===== config.mk =====
export PLATFORM = sky130hd
export DESIGN_NAME = payload_char_decoder
export DESIGN_NICKNAME = d
export VERILOG_FILES = /design/src/rtl/payload_engine_pkg.sv /design/src/rtl/payload_char_class.sv /design/src/rtl/payload_char_decoder.sv
export SDC_FILE = /design/constraint.sdc
export NUM_CORES = 1
export LEC_CHECK = 0
export ABC_CLOCK_PERIOD_IN_PS = 2700
export CORE_ASPECT_RATIO = 0.75
export CORE_MARGIN = 2
export CORE_UTILIZATION = 45
export DETAILED_ROUTE_END_ITERATION = 10
export GPL_ROUTABILITY_DRIVEN = 0
export PLACE_DENSITY = 0.73
export RECOVER_POWER = 100
export SYNTH_ARGS = -nofsm -noshare
export SYNTH_HDL_FRONTEND = slang
export SYNTH_HIERARCHICAL = 1
export SYNTH_SLANG_ARGS = --single-unit

===== constraint.sdc =====
create_clock -name clk -period 2.7 [get_ports clk]
set_clock_uncertainty 0.2 [all_clocks]
set_input_delay 0.405 -clock clk [delete_from_list [all_inputs] [get_ports clk]]
set_output_delay 0.405 -clock clk [all_outputs]
set_load 0.01 [all_outputs]

===== src/rtl/payload_engine_pkg.sv =====
`timescale 1ns/1ps
`default_nettype none
// ============================================================================
// Module   : payload_engine_pkg
// Purpose  : Shared definitions for the payload character decoder: default
//            class count, byte-to-class table, FSM state encoding and the
//            drain bubble length.
// Revision : 1.0 - initial release
// ============================================================================
package payload_engine_pkg;

   // Number of character-class match lines presented to the engines.
   localparam int c_NCLASS_DEF = 37;

   // Cycles the input is held off after a packet ends.
   localparam int c_DRAIN_LEN = 3;

   // Class bit assignments.
   //   0..25 : letters a..z (case-insensitive)
   //   26    : decimal digit
   //   27    : whitespace \s (HT, LF, VT, FF, CR, space)
   //   28..34: ':' '/' '-' '.' '=' '&' '?'
   //   35    : word character \w [A-Za-z0-9_]
   //   36    : hex digit [0-9A-Fa-f]
   localparam int c_CLS_ALPHA0 = 0;
   localparam int c_CLS_DIGIT  = 26;
   localparam int c_CLS_SPACE  = 27;
   localparam int c_CLS_COLON  = 28;
   localparam int c_CLS_SLASH  = 29;
   localparam int c_CLS_DASH   = 30;
   localparam int c_CLS_DOT    = 31;
   localparam int c_CLS_EQ     = 32;
   localparam int c_CLS_AMP    = 33;
   localparam int c_CLS_QMARK  = 34;
   localparam int c_CLS_WORD   = 35;
   localparam int c_CLS_HEX    = 36;

   typedef enum logic [1:0] {
      ST_IDLE  = 2'd0,
      ST_PKT   = 2'd1,
      ST_DRAIN = 2'd2
   } state_t;

   // Byte-to-class lookup. Letters are folded to lower case before matching.
   function automatic logic [c_NCLASS_DEF-1:0] byte_class(input logic [7:0] b);
      logic [c_NCLASS_DEF-1:0] cls;
      logic                    is_alpha;
      logic                    is_digit;
      logic [7:0]              lower;
      cls      = '0;
      is_alpha = ((b >= 8'h41) && (b <= 8'h5A)) || ((b >= 8'h61) && (b <= 8'h7A));
      is_digit = (b >= 8'h30) && (b <= 8'h39);
      lower    = b | 8'h20;
      for (int i = 0; i < 26; i++) begin
         if (is_alpha && (lower == 8'(8'h61 + i))) begin
            cls[c_CLS_ALPHA0 + i] = 1'b1;
         end
      end
      cls[c_CLS_DIGIT] = is_digit;
      cls[c_CLS_SPACE] = (b == 8'h09) || (b == 8'h0A) || (b == 8'h0B) ||
                         (b == 8'h0C) || (b == 8'h0D) || (b == 8'h20);
      cls[c_CLS_COLON] = (b == 8'h3A);
      cls[c_CLS_SLASH] = (b == 8'h2F);
      cls[c_CLS_DASH]  = (b == 8'h2D);
      cls[c_CLS_DOT]   = (b == 8'h2E);
      cls[c_CLS_EQ]    = (b == 8'h3D);
      cls[c_CLS_AMP]   = (b == 8'h26);
      cls[c_CLS_QMARK] = (b == 8'h3F);
      cls[c_CLS_WORD]  = is_alpha || is_digit || (b == 8'h5F);
      cls[c_CLS_HEX]   = is_digit || (is_alpha && (lower >= 8'h61) && (lower <= 8'h66));
      return cls;
   endfunction

endpackage
`default_nettype wire


===== src/rtl/payload_char_class.sv =====
`timescale 1ns/1ps
`default_nettype none
// ============================================================================
// Module   : payload_char_class
// Purpose  : Combinational byte-to-class lookup using the shared table.
//            Class lines beyond the table width read as zero.
// Ports    : i_byte - payload byte
//            o_cls  - NCLASS-bit class match vector
// Revision : 1.0 - initial release
// ============================================================================
module payload_char_class
   import payload_engine_pkg::*;
#(
   parameter int NCLASS = c_NCLASS_DEF
)(
   input  logic [7:0]        i_byte,
   output logic [NCLASS-1:0] o_cls
);

   logic [c_NCLASS_DEF-1:0] w_full;

   assign w_full = byte_class(i_byte);

   for (genvar gi = 0; gi < NCLASS; gi++) begin : g_bit
      if (gi < c_NCLASS_DEF) begin : g_tab
         assign o_cls[gi] = w_full[gi];
      end else begin : g_pad
         assign o_cls[gi] = 1'b0;
      end
   end

endmodule
`default_nettype wire


===== src/rtl/payload_char_decoder.sv =====
`timescale 1ns/1ps
`default_nettype none
// ============================================================================
// Module   : payload_char_decoder
// Purpose  : Accepts a byte stream framed by sop/eop, classifies each payload
//            byte and presents per-class match lines to downstream engines
//            with clear (sod_o), enable (en_o) and done (pkt_done_o) strobes.
//            A 3-cycle drain bubble after each packet lets the engines settle.
// Ports    : clk, rst           - clock, async active-high reset
//            s_data/s_valid/s_sop/s_eop/s_ready - input byte stream
//            cls_o, en_o        - class vector and engine enable (beat k+2)
//            sod_o              - engine clear (sop beat k+1)
//            anchor_o           - first byte of payload marker
//            pkt_done_o         - engine result valid (eop beat k+4)
//            drop_cnt_o         - saturating count of discarded beats
// Config   : PAYLOAD_ANCHOR_EN  - when defined, anchor_o marks the sop beat;
//                                 otherwise anchor_o is tied low.
// Revision : 1.0 - initial release
// ============================================================================
module payload_char_decoder
   import payload_engine_pkg::*;
#(
   parameter int NCLASS = c_NCLASS_DEF
)(
   input  logic              clk,
   input  logic              rst,
   input  logic [7:0]        s_data,
   input  logic              s_valid,
   input  logic              s_sop,
   input  logic              s_eop,
   output logic              s_ready,
   output logic [NCLASS-1:0] cls_o,
   output logic              en_o,
   output logic              sod_o,
   output logic              anchor_o,
   output logic              pkt_done_o,
   output logic [15:0]       drop_cnt_o
);

   state_t            r_state;
   state_t            w_state_nxt;
   logic [1:0]        r_drain_cnt;
   logic [1:0]        w_drain_nxt;
   logic              r_alive;

   logic              w_ready;
   logic              w_accept;
   logic              w_start;
   logic              w_payload;
   logic              w_drop_inc;

   logic              r_sod;
   logic              r1_vld;
   logic [7:0]        r1_data;
   logic              r1_eop;
   logic              r_en;
   logic [NCLASS-1:0] r_cls;
   logic              r2_eop;
   logic              r3_eop;
   logic              r_done;
   logic [15:0]       r_drop;
   logic [NCLASS-1:0] w_cls;

   // Holds s_ready low while in reset and raises it on the first edge after.
   always_ff @(posedge clk or posedge rst) begin
      if (rst) begin
         r_alive <= 1'b0;
      end else begin
         r_alive <= 1'b1;
      end
   end

   // ---------------------------------------------------------------- state
   always_ff @(posedge clk or posedge rst) begin
      if (rst) begin
         r_state     <= ST_IDLE;
         r_drain_cnt <= 2'd0;
      end else begin
         r_state     <= w_state_nxt;
         r_drain_cnt <= w_drain_nxt;
      end
   end

   // ----------------------------------------------------------- next state
   always_comb begin
      w_state_nxt = r_state;
      w_drain_nxt = r_drain_cnt;
      case (r_state)
         ST_IDLE: begin
            if (w_accept && s_sop) begin
               if (s_eop) begin
                  w_state_nxt = ST_DRAIN;
                  w_drain_nxt = 2'(c_DRAIN_LEN - 1);
               end else begin
                  w_state_nxt = ST_PKT;
               end
            end
         end
         ST_PKT: begin
            if (w_accept && s_eop) begin
               w_state_nxt = ST_DRAIN;
               w_drain_nxt = 2'(c_DRAIN_LEN - 1);
            end
         end
         ST_DRAIN: begin
            if (r_drain_cnt == 2'd0) begin
               w_state_nxt = ST_IDLE;
            end else begin
               w_drain_nxt = r_drain_cnt - 2'd1;
            end
         end
         default: begin
            w_state_nxt = ST_IDLE;
         end
      endcase
   end

   // ------------------------------------------------------------- outputs
   always_comb begin
      w_ready    = r_alive && (r_state != ST_DRAIN);
      w_accept   = s_valid && w_ready;
      w_start    = w_accept && (r_state == ST_IDLE) && s_sop;
      w_payload  = w_start || (w_accept && (r_state == ST_PKT));
      // Stray beats in IDLE are dropped; a repeated sop inside a packet is
      // kept as payload but still counted as a framing anomaly.
      w_drop_inc = w_accept && (((r_state == ST_IDLE) && !s_sop) ||
                                ((r_state == ST_PKT) && s_sop));
   end

   assign s_ready = w_ready;

   // --------------------------------------------------------- lookup stage
   payload_char_class #(
      .NCLASS (NCLASS)
   ) u_char_class (
      .i_byte (r1_data),
      .o_cls  (w_cls)
   );

   // Stage 1 captures the accepted beat, stage 2 presents the class vector.
   // The eop flag rides two extra stages so pkt_done_o lands two cycles
   // after the last enable.
   always_ff @(posedge clk or posedge rst) begin
      if (rst) begin
         r_sod   <= 1'b0;
         r1_vld  <= 1'b0;
         r1_data <= 8'd0;
         r1_eop  <= 1'b0;
         r_en    <= 1'b0;
         r_cls   <= '0;
         r2_eop  <= 1'b0;
         r3_eop  <= 1'b0;
         r_done  <= 1'b0;
         r_drop  <= 16'd0;
      end else begin
         r_sod   <= w_start;
         r1_vld  <= w_payload;
         r1_data <= s_data;
         r1_eop  <= w_payload && s_eop;
         r_en    <= r1_vld;
         r_cls   <= r1_vld ? w_cls : '0;
         r2_eop  <= r1_eop;
         r3_eop  <= r2_eop;
         r_done  <= r3_eop;
         if (w_drop_inc && (r_drop != 16'hFFFF)) begin
            r_drop <= r_drop + 16'd1;
         end
      end
   end

   assign sod_o      = r_sod;
   assign en_o       = r_en;
   assign cls_o      = r_cls;
   assign pkt_done_o = r_done;
   assign drop_cnt_o = r_drop;

`ifdef PAYLOAD_ANCHOR_EN
   logic r1_anchor;
   logic r_anchor;

   // Follows the sop beat through the same two stages as en_o.
   always_ff @(posedge clk or posedge rst) begin
      if (rst) begin
         r1_anchor <= 1'b0;
         r_anchor  <= 1'b0;
      end else begin
         r1_anchor <= w_start;
         r_anchor  <= r1_anchor;
      end
   end

   assign anchor_o = r_anchor;
`else
   assign anchor_o = 1'b0;
`endif

endmodule
`default_nettype wire


# Word-level counts from Yosys, hierarchy flattened
# Cells that the tools add are included.
totals:
  register_bits: 73
  in_bits: 13
  out_inout_bits: 58
  wordCells: 168
op_classes:
  add_sub_neg: 2
  order_cmp: 8
  eq_ne: 49
  muxes: 36
  reduce_logical: 60
op_table:
  columns: ["cell", "count"]
  rows:
  - ["7-bit by 6-bit == test with 1-bit output, second input constant", 26]
  - ["8-bit by 6-bit == test with 1-bit output, second input constant", 8]
  - ["1-bit logical AND", 43]
  - ["8-bit by 4-bit == test with 1-bit output, second input constant", 5]
  - ["37-bit 2-to-1 mux", 1]
  - ["1-bit 2-to-1 mux", 26]
  - ["8-bit by 7-bit >= comparator with 1-bit output, second input constant", 3]
  - ["8-bit by 7-bit <= comparator with 1-bit output, second input constant", 3]
  - ["16-bit by 1-bit adder with 16-bit output, second input constant", 1]
  - ["16-bit != test, second input constant", 1]
  - ["2-bit 2-to-1 mux", 7]
  - ["2-bit != test, second input constant", 6]
  - ["2-bit case mux with 3 select lines", 2]
  - ["1-bit logical OR", 11]
  - ["8-bit by 7-bit == test with 1-bit output, second input constant", 1]
  - ["8-bit by 6-bit >= comparator with 1-bit output, second input constant", 1]
  - ["8-bit by 6-bit <= comparator with 1-bit output, second input constant", 1]
  - ["5-bit AND reduction", 1]
  - ["2-bit zero test", 2]
  - ["3-bit AND reduction", 1]
  - ["3-bit nonzero test", 1]
  - ["2-bit by 1-bit == test with 1-bit output, second input constant", 1]
  - ["2-bit == test, second input constant", 1]
  - ["2-bit by 1-bit subtractor with 2-bit output, second input constant", 1]
  - ["1-bit zero test", 1]

# Longest topological paths before layout
depth:
  word_depth: 7
  ltp_mapped: 5
  depth_no_buf: 5

# Hierarchy
# The synthesis kept the hierarchy.
by_module_without_submodules:
  columns: ["module", "n_inst", "cells_each", "area_per_inst_um2", "seq_area_each_um2"]
  rows:
  - ["payload_char_decoder", 1, 189, 2622.5, 1826.8]
  - ["payload_char_class", 1, 79, 457.9, 0.0]

# Worst setup path before layout
# OpenSTA, ideal clock, no wires.
synth_timing:
  kind: "flip-flop to flip-flop"
  start: "reg r_drop[7] (netlist: drop_cnt_o[7])"
  end: "reg r_drop[1] (netlist: drop_cnt_o[1])"
  arrival_time_ns: 1.456
  path_slack_ns: 0.919
  path_stages_with_launch: 5
  n_path_buf: 0
  cell_sequence: "dfrtp_1 -> nand4_4 -> nor4_4 -> nor2_2 -> mux2_4"
synth_between:
  elab_chain_len: 2
synth_rtl:
  columns: ["item", "line_no", "source"]
  rows:
  - ["start, declared", "payload_char_decoder.sv:61", "logic [15:0] r_drop;"]
  - ["start signal, assigned", "payload_char_decoder.sv:166", "r_drop <= r_drop + 16'd1;"]
  - ["16-bit != test", "payload_char_decoder.sv:165", "if (w_drop_inc && (r_drop != 16'hFFFF)) begin"]
  - ["1-bit logical AND", "payload_char_decoder.sv:165", null]
# Every way passes these cells.
# A chain may end at the register's enable or synchronous reset.

# Worst setup path in the final report
layout_timing:
  start: "reg r_state[0]"
  end: "out s_ready"
layout_between:
  elab_chain_len: 2
layout_rtl:
  columns: ["item", "line_no", "source"]
  rows:
  - ["start, declared", "payload_char_decoder.sv:40", "state_t r_state;"]
  - ["start signal, assigned", "payload_char_decoder.sv:79", "r_state <= w_state_nxt;"]
  - ["2-bit != test", "payload_char_decoder.sv:120", "w_ready = r_alive && (r_state != ST_DRAIN);"]
  - ["1-bit logical AND", "payload_char_decoder.sv:120", null]
  - ["end, declared", "payload_char_decoder.sv:31", "output logic s_ready,"]
# Every way passes these cells.

==> flow_metrics.py <==
metrics = {
    "timing": {
        "fmax_ghz": 0.431,
        "final-setup-viol-count": 0,
        "hold_viol_final": 0,
        "relSlewSlack_pct": 43.8,
        "rsz0062_at_grt": "no",
        "period_share_pct": 85.9,
        "hold_ws_ns": 0.146,
        "period_minus_slack_ns": 2.32,
        "setup_tns_ns": 0,
        "tightest_slew_ns": 0.843,
        "maxSlewViolCount": 0,
    },
    "clocking": {
        "cts_buffers": 9,
        "root_buffer": "clkbuf_8",
        "clk_pin_slew_ns": 0.07,
        "clock_latency_ns": 0.33,
        "cts_hold_buf": 0,
        "cts_tree": "yes",
        "cts_max_path_buffers": 2,
        "post_cts_buffers": 0,
        "cts_resized": 0,
        "cts_max_level": 3,
        "cts_sinks": 73,
    },
    "yosys": {
        "avgSynthCellArea_um2": 11.5,
        "synth_commonest_cells": "73 x dfrtp_1, 39 x and2_1, 36 x nor2_1",
        "synth_top_family_by_area": "simple AND/OR/NAND/NOR gates",
        "synth_xor_area_share_pct": 4.26,
        "synth_simple_gate_area_share_pct": 27.8,
        "syn_inst": 268,
        "synth_edf_count": 0,
        "synthesis.nets": 283,
        "synth-seq-area-share_pct": 59.3,
        "synth_area_um2": 3080,
        "synth-adder-area-share_pct": 0.812,
        "synth_compound_area_share_pct": 3.94,
        "synth_top_cell_by_area": "dfrtp_1",
        "synthMuxAreaShare_pct": 0.853,
        "ys_types": 51,
        "synth_area_leaders": "dfrtp_1 59%, and2_1 7.9%, nor2_1 4.4%, xor2_1 4.0%, nor3_1 1.5%",
        "yosysTopAreaCellShare_pct": 59.3,
        "yosysWarnings": 6,
        "ys.flop_type": "dfrtp_1",
        "synth-async-reset-ratio_pct": 100,
        "synth-seq-cells": 73,
        "yosysMostFrequentCell": "dfrtp_1",
    },
    "global_route": {
        "grt_start_max_net_pins": 57,
        "grt_use_total_pct": 16.7,
        "grt_use_met3_pct": 6.24,
        "grt_first_pass_wirelength_um": 9560,
        "use_met2_pct": 24.8,
        "met1_usage_pct": 23.5,
        "grt_pass1_vias": 1970,
        "grt_remaining_overflow": 0,
        "antenna_found_initial": 0,
        "grt-busiest-layer": "met2",
    },
    "floorplan": {
        "rows": 26,
        "die_area_um2": 7530,
        "start_util_pct": 45.7,
        "die_h_um": 75.7,
        "core_um2": 6730,
        "die_w_um": 99.5,
        "io_pins": 71,
    },
    "pwr": {
        "p_per_area_nw_per_um2": 650,
        "power_uw": 2640,
        "peakVddDrop_mv": 0.329,
        "leakagePower_uw": 0.00205,
    },
    "worst_setup_path": {
        "r2r_cells": 4,
        "endpoint": "s_ready",
        "ff2ff_setup_slack_ns": 0.77,
        "critPathRequiredTime_ns": 2.10,
        "arrival_ns": 1.72,
        "crit_type": "flop to output port",
        "crit_start": "r_state[0]",
        "critPathMaxFanout": 6,
        "cp-end-kind": "output port",
        "rr_startpoint": "r_state[0]",
        "worst_r2r_endpoint": "drop_cnt_o[13]",
        "cp-start-kind": "flop",
    },
    "routing": {
        "via_per_inst": 5.00,
        "drc": 0,
        "dr.pass1.iters": 4,
        "drt-initial-drc-count": 93,
        "wire_per_inst_um": 14.0,
        "ant_nets": 0,
        "via_count": 2135,
        "routed_wl_um": 5970,
    },
    "hold_path": {
        "hp-class": "flop to flop",
    },
    "placement": {
        "dp_hpwl_um": 4290,
        "dp.cells": 412,
        "numPortBuffers": 69,
    },
    "final_layout": {
        "fin_nets": 354,
        "drive_gt1_share_pct": 9.04,
        "fill_cells": 572,
        "fin_cells": 427,
        "diodes": 0,
        "syn2layout_area_growth_pct": 31.7,
    },
    "job": {
        "cap_viol_max_count": 0,
    },
    "run_status": {
        "status": "completed",
    },
}
cell families (layout without fill, tap and decap cells):
logic type,count (synthesis),in the layout
simple gates,143,143
flops,73,73
buf+inv,16,91
compound gates,15,15
xor+xnor,15,15
fa+ha+maj,2,2
other cells,2,2
mux,2,2
flip-flops by register name (all words and copies together) (netlist names), 2 cells and up:
signal,cells
cls_o,37
drop_cnt_o,16
r1_data,8
r_drain_cnt,2
r_state,2
through the flow:
| stage | area, um2 | util (%) | setup slack (ns) |
|---|---|---|---|
| 2_1_floorplan | 3080 | - | 0.242 |
| 3_3_place_gp | 3830 | 56.9 | 0.441 |
| 3_5_place_dp | 3830 | 56.9 | 0.271 |
| 4_1_cts | 4090 | 60.7 | 0.477 |
| 5_1_grt | 4060 | 60.3 | 0.283 |
| 6_report | 4060 | 60.3 | 0.380 |
worst max-delay path, cell delays in order, from the launching register on:
cell           delay [ns]
dfrtp_1              0.44
nand2b_1             0.19
and2_1               0.16
dlygate4sd3_1        0.60
worst min-delay path by stage:
stage	startpoint	to	slack [ns]	depth (start not counted)
6_report	r3_eop	pkt_done_o	0.15	0
3_3_place_gp	r1_eop	r2_eop	0.14	0
4_1_cts	r3_eop	pkt_done_o	0.15	0
2_1_floorplan	r3_eop	pkt_done_o	0.13	0
5_1_grt	r3_eop	pkt_done_o	0.17	0
3_5_place_dp	r3_eop	pkt_done_o	0.13	0
report_power, final:
group	switching [uW]	internal, uW	leakage [uW]	total, uW
clock	371	704	0.000127	1070
combinational	152	152	0.000936	304
sequential	92.3	1170	0.000982	1260
layout make-up:
class                      instances  area (um2)  area share (%)
sequential                        73        1830            45.0
multi-input combinational        179        1150            28.3
timing repair buffer              70         698            17.2
clock inverter                     5         129            3.18
clock buffer                      10         128            3.15
tap                               84         105            2.59
inverter                           6        22.5           0.555
routing by layer:
| layer | vias to the layer above | routed length [um] |
|---|---|---|
| met5 | - | 0 |
| met4 | 0 | 61 |
| met3 | 6 | 333 |
| met2 | 60 | 2710 |
| met1 | 1034 | 2870 |
| li1 | 1035 | - |
placed cells by master (no fill, tap or decap), drive strengths merged, types with 2 or more instances in the layout:
master       Yosys  routed
clkbuf           3      11
nor4b            2       2
a21oi            2       2
nor2            37      37
nand3            4       4
bufinv           0       4
nand3b           2       2
or3              2       2
dlygate4sd3      0      68
dfrtp           73      73
and3b            2       2
nor3            11      11
conb             2       2
nand2b           5       5
ha               2       2
mux2             2       2
o211a            2       2
nor3b            2       2
nand2            9       9
o21a             2       2
or2              9       9
xor2            14      14
nor4             5       5
nand4            7       7
inv              6       6
and2            39      39
No activity file was read; power rests on OpenSTA's default activity.
